[src/rtl/opfetch_defs_pkg.sv]
// ============================================================================
// Module      : opfetch_defs_pkg
// Description : Shared state encoding and default sizing for operand_fetch_wb.
// Revision    : 1.0 - initial release
// ============================================================================
`default_nettype none

package opfetch_defs_pkg;

  localparam int c_DEF_WIDTH   = 16;
  localparam int c_DEF_REGBITS = 3;
  localparam int c_DEF_TIMEOUT = 15;

  typedef enum logic [2:0] {
    ST_IDLE    = 3'd0,
    ST_FETCH_A = 3'd1,
    ST_FETCH_B = 3'd2,
    ST_EXEC    = 3'd3,
    ST_WB      = 3'd4,
    ST_DONE    = 3'd5
  } state_t;

endpackage

`default_nettype wire

[src/rtl/operand_fetch_wb.sv]
// ============================================================================
// Module      : operand_fetch_wb
// Description : Fetches Rn/Rm through the single regfile read port, runs the
//               ALU handshake and writes the result back to Rd.
//               Optional ALU timeout: define OPFETCH_ALU_TIMEOUT_EN.
// Revision    : 1.0 - initial release
// ============================================================================
`default_nettype none

module operand_fetch_wb
  import opfetch_defs_pkg::*;
#(
  parameter int WIDTH          = c_DEF_WIDTH,
  parameter int REGBITS        = c_DEF_REGBITS,
  parameter int TIMEOUT_CYCLES = c_DEF_TIMEOUT
) (
  input  logic               clk,
  input  logic               reset_n,
  input  logic               start,
  input  logic [REGBITS-1:0] rn,
  input  logic [REGBITS-1:0] rm,
  input  logic [REGBITS-1:0] rd,
  input  logic               wb_en,
  output logic               busy,
  output logic [REGBITS-1:0] readnum,
  input  logic [WIDTH-1:0]   rf_data_out,
  output logic [WIDTH-1:0]   a_out,
  output logic [WIDTH-1:0]   b_out,
  output logic               op_valid,
  input  logic [WIDTH-1:0]   alu_result,
  input  logic               alu_valid,
  output logic [REGBITS-1:0] writenum,
  output logic               write,
  output logic [WIDTH-1:0]   data_in,
  output logic               done,
  output logic               err
);

  state_t             r_state;
  state_t             w_state_nxt;
  logic [REGBITS-1:0] r_rn;
  logic [REGBITS-1:0] r_rm;
  logic [REGBITS-1:0] r_rd;
  logic               r_wb_en;
  logic [WIDTH-1:0]   r_a;
  logic [WIDTH-1:0]   r_b;
  logic [WIDTH-1:0]   r_result;
  logic               w_timeout;

`ifdef OPFETCH_ALU_TIMEOUT_EN
  localparam int c_CNT_W = $clog2(TIMEOUT_CYCLES + 1);

  logic [c_CNT_W-1:0] r_tcnt;
  logic               r_err;

  // Counter is zero in the first EXEC cycle, so the limit hits on EXEC cycle N.
  assign w_timeout = (r_state == ST_EXEC) && !alu_valid &&
                     (r_tcnt == c_CNT_W'(TIMEOUT_CYCLES - 1));

  always_ff @(posedge clk or negedge reset_n) begin
    if (!reset_n) begin
      r_tcnt <= '0;
      r_err  <= 1'b0;
    end else begin
      if (r_state != ST_EXEC)
        r_tcnt <= '0;
      else if (!alu_valid)
        r_tcnt <= r_tcnt + 1'b1;
      if (r_state == ST_IDLE && start)
        r_err <= 1'b0;
      else if (w_timeout)
        r_err <= 1'b1;
    end
  end

  assign err = (r_state == ST_DONE) && r_err;
`else
  localparam int c_timeout_unused = TIMEOUT_CYCLES;

  assign w_timeout = 1'b0;
  assign err       = 1'b0;
`endif

  always_ff @(posedge clk or negedge reset_n) begin
    if (!reset_n) r_state <= ST_IDLE;
    else          r_state <= w_state_nxt;
  end

  always_comb begin
    w_state_nxt = r_state;
    case (r_state)
      ST_IDLE:    if (start) w_state_nxt = ST_FETCH_A;
      ST_FETCH_A: w_state_nxt = ST_FETCH_B;
      ST_FETCH_B: w_state_nxt = ST_EXEC;
      ST_EXEC: begin
        if (alu_valid)      w_state_nxt = r_wb_en ? ST_WB : ST_DONE;
        else if (w_timeout) w_state_nxt = ST_DONE;
      end
      ST_WB:      w_state_nxt = ST_DONE;
      ST_DONE:    w_state_nxt = ST_IDLE;
      default:    w_state_nxt = ST_IDLE;
    endcase
  end

  always_comb begin
    readnum  = '0;
    write    = 1'b0;
    op_valid = 1'b0;
    done     = 1'b0;
    busy     = (r_state != ST_IDLE);
    case (r_state)
      ST_FETCH_A: readnum  = r_rn;
      ST_FETCH_B: readnum  = r_rm;
      ST_EXEC:    op_valid = 1'b1;
      ST_WB:      write    = 1'b1;
      ST_DONE:    done     = 1'b1;
      default:    ;
    endcase
  end

  always_ff @(posedge clk or negedge reset_n) begin
    if (!reset_n) begin
      r_rn     <= '0;
      r_rm     <= '0;
      r_rd     <= '0;
      r_wb_en  <= 1'b0;
      r_a      <= '0;
      r_b      <= '0;
      r_result <= '0;
    end else begin
      if (r_state == ST_IDLE && start) begin
        r_rn    <= rn;
        r_rm    <= rm;
        r_rd    <= rd;
        r_wb_en <= wb_en;
      end
      if (r_state == ST_FETCH_A) r_a <= rf_data_out;
      if (r_state == ST_FETCH_B) r_b <= rf_data_out;
      if (r_state == ST_EXEC && alu_valid) r_result <= alu_result;
    end
  end

  assign a_out    = r_a;
  assign b_out    = r_b;
  assign writenum = r_rd;
  assign data_in  = r_result;

endmodule

`default_nettype wire

[config.mk]
export PLATFORM = sky130hd
export DESIGN_NAME = operand_fetch_wb
export DESIGN_NICKNAME = d
export VERILOG_FILES = /design/src/rtl/opfetch_defs_pkg.sv /design/src/rtl/operand_fetch_wb.sv
export SDC_FILE = /design/constraint.sdc
export NUM_CORES = 1
export LEC_CHECK = 0
export CORE_MARGIN = 2
export CORE_UTILIZATION = 43
export DETAILED_ROUTE_END_ITERATION = 10
export HOLD_SLACK_MARGIN = 0.06
export PLACE_DENSITY_LB_ADDON = 0.2
export REMOVE_ABC_BUFFERS = 1
export SLEW_MARGIN = 40
export SYNTH_ARGS = -nofsm -noshare
export SYNTH_HDL_FRONTEND = slang
export SYNTH_SLANG_ARGS = --single-unit
[constraint.sdc]
create_clock -name clk -period 2 [get_ports clk]
set_clock_uncertainty 0.1 [all_clocks]
set_input_delay 0.4 -clock clk [delete_from_list [all_inputs] [get_ports clk]]
set_output_delay 0.4 -clock clk [all_outputs]
set_load 0.02 [all_outputs]
==> results of run 1 <==
==> Yosys cell counts <==
cell	instances
mux2_4	20
nor3b_4	2
nand2_1	1
buf_6	2
o21bai_1	2
nor2_1	1
dfrtp_1	61
clkbuf_1	2
conb_1	1
nor3b_1	1
buf_8	2
nand4b_4	1
inv_1	1
nand3b_1	6
nor4b_1	1
buf_4	3
a32o_1	1
buf_2	1
or3_1	1
nand2b_1	1
mux2_2	38
a21oi_1	4
a31oi_1	1
and3_1	1
==> registers in the layout (all words and copies together), names as in the netlist <==
register  flops
r_wb_en       1
writenum      3
r_rn          3
r_state       3
a_out        16
data_in      16
r_rm          3
b_out        16
==> repair_timing <==
| item | in CTS | in global routing |
|---|---|---|
| buffers inserted | 2 | 2 |
| pin swaps | 0 | 0 |
| hold buffers | 1 | 0 |
| endpoints found under the setup margin | 7 | 6 |
| resized for setup | 10 | 11 |
| hold endpoints to repair | 61 | 0 |
==> layer usage <==
layer  share of wire  vias up  track usage
met4           0.014        0       0.0610
met5               0        -            0
met2            0.46       74        0.268
met1            0.44      839        0.203
li1                -      786            -
met3           0.085        8       0.0644
==> final cells by class <==
type                            count  area, µm²  area share
Clock buffer                       12        145      0.0368
Inverter                            1       3.75    0.000951
Sequential cell                    61       1530       0.388
Timing Repair Buffer              118       1140       0.289
Multi-Input combinational cell     83        938       0.238
Tap cell                           75       93.8      0.0238
Clock inverter                      4       95.1      0.0241
==> path summary, 6_finish.rpt <==
path,startpoint,end,cells after the start
min,data_in[8],data_in[8],1
min in group asynchronous,reset_n,b_out[9],3
max,r_state[0],busy,2
min reg2reg,data_in[8],data_in[8],1
max reg2reg,r_state[1],a_out[8],6
max in group asynchronous,reset_n,r_state[1],3
==> power by group <==
group          internal, mW  total [mW]  switching, mW
sequential             1.89        2.27          0.381
combinational          2.17        3.81           1.64
clock                 0.861        1.30          0.443
total                  4.92        7.38           2.46
==> kinds of logic (layout without fill, tap and decap cells) <==
group | Yosys count | in the layout | synth area share
AO/OA/AOI/OAI | 8 | 8 | 0.0201
other | 1 | 1 | 0.00147
AND/OR/NAND/NOR | 16 | 16 | 0.0584
multiplexers | 58 | 58 | 0.286
buffers and inverters | 11 | 135 | 0.0358
flip-flops | 61 | 61 | 0.599
==> worst register-to-register path, cell delays in order (launching register included) <==
cell,delay [ns]
dfrtp_2,0.44
clkbuf_2,0.16
buf_4,0.15
buf_4,0.15
nor3b_4,0.23
buf_12,0.20
mux2_2,0.35
==> run summary, run 1 <==
commonest cells after routing, fill and taps aside: clkdlybuf4s50_1, dfrtp_1, mux2_2
total negative slack: 0 ns
status: finished clean
Post-DRT Antenna Nets: 0
fillcell total: 447
DR WL/cell: 14.8 µm
Worst-Skew Late Latency: 0.32 ns
Remaining Overflow, GRT: 0
Core ar.: 5820 µm²
critical path data required time: 1.50 ns
initial antenna violation count: 0
Initial Util: 0.438
TritonRoute pass-1 iters: 4
cell area after layout: 3950 µm²
largest net degree at the start of global routing: 32
area of the die: 6560 µm²
CP top delay family: flip-flops
CP max-delay cell: dfrtp_2
Die Width: 81.0 µm
Arr. time, crit path: 1.44 ns
gpl congestion: 0.789
Final period util: 0.969
final WL: 5240 µm
final setup vio count: 0
I/O pins: 105
Inst Count DP: 333
final setup margin: 0.0613 ns
Crit Path Class: flip-flop to output pin
CTS tree: done
register area share after synthesis: 0.599
Final Critical Period: 1.94 ns
WP buf/inv: 1
layout cells sized above 1: 0.351
crit path cell chain: or3_1 -> clkdlybuf4s15_1
Final Hold Fails: 0
first-pass GRT wire length: 8260 µm
most common cell after layout, fill and taps aside: clkdlybuf4s50_1
synthesized cell area: 2550 µm²
post-layout util: 0.679
GRT Util Overall: 0.166
Max VDD drop: 0.000965 V
Post-Syn Instances: 155
Clock Pin Slew Worst Setup and Hold Paths: 0.07 ns
Clock Sinks: 61
startpoint types: flip-flop
Port Buffers: 103
Layout area overhead: 54.9%
pre-CTS worst setup slack: 0.0235 ns
Netlist cell types: 24
Rows: 28
yosys warns: 0
height of the die: 81.0 µm
leakage: 1.70 nW
post-route insts no fill: 354
final slew viol count: 0
synthesized flop and latch total: 61
number of remaining DRC errors: 0
worst hold path type: flip-flop to flip-flop
max incr delay on CP: 0.48 ns
CTS Buf Count: 9
maximum root-to-sink buffer count: 2
vias: 1707
Synth top area share: 0.599
max-cap violation count: 0
Achievable Freq: 516 MHz
Crit. End Element: output pin
Pwr Density: 1870 nW/µm²
hpwl dp: 3660 µm
initial drt markers: 42
Final nets: 320
Vias/cell: 4.82
reg2reg setup slack: 0.11 ns
n_diodes: 0
placed instance area: 3690 µm²
Synth area leaders: dfrtp_1, mux2_2, mux2_4
total chip power: 7.38 mW
synthesized area per cell: 16.5 µm²
root buffer cell: clkbuf_8
hold_ws: 0.402 ns
vias in the first global route: 1779
Yosys top cell by area: dfrtp_1
H-tree depth: 3
worst-path fanout max: 12
(Power assumes the default switching activity.)
==> run 2, diff against run 1 <==
--- a/config.mk
+++ b/config.mk
@@ -7,6 +7,7 @@
 export LEC_CHECK = 0
 export CORE_MARGIN = 2
 export CORE_UTILIZATION = 43
+export CTS_CLUSTER_SIZE = 25
 export DETAILED_ROUTE_END_ITERATION = 10
 export HOLD_SLACK_MARGIN = 0.06
 export PLACE_DENSITY_LB_ADDON = 0.2
==> results of run 2 <==
The final DEF is identical to that of run 1; final timing and power are the same.
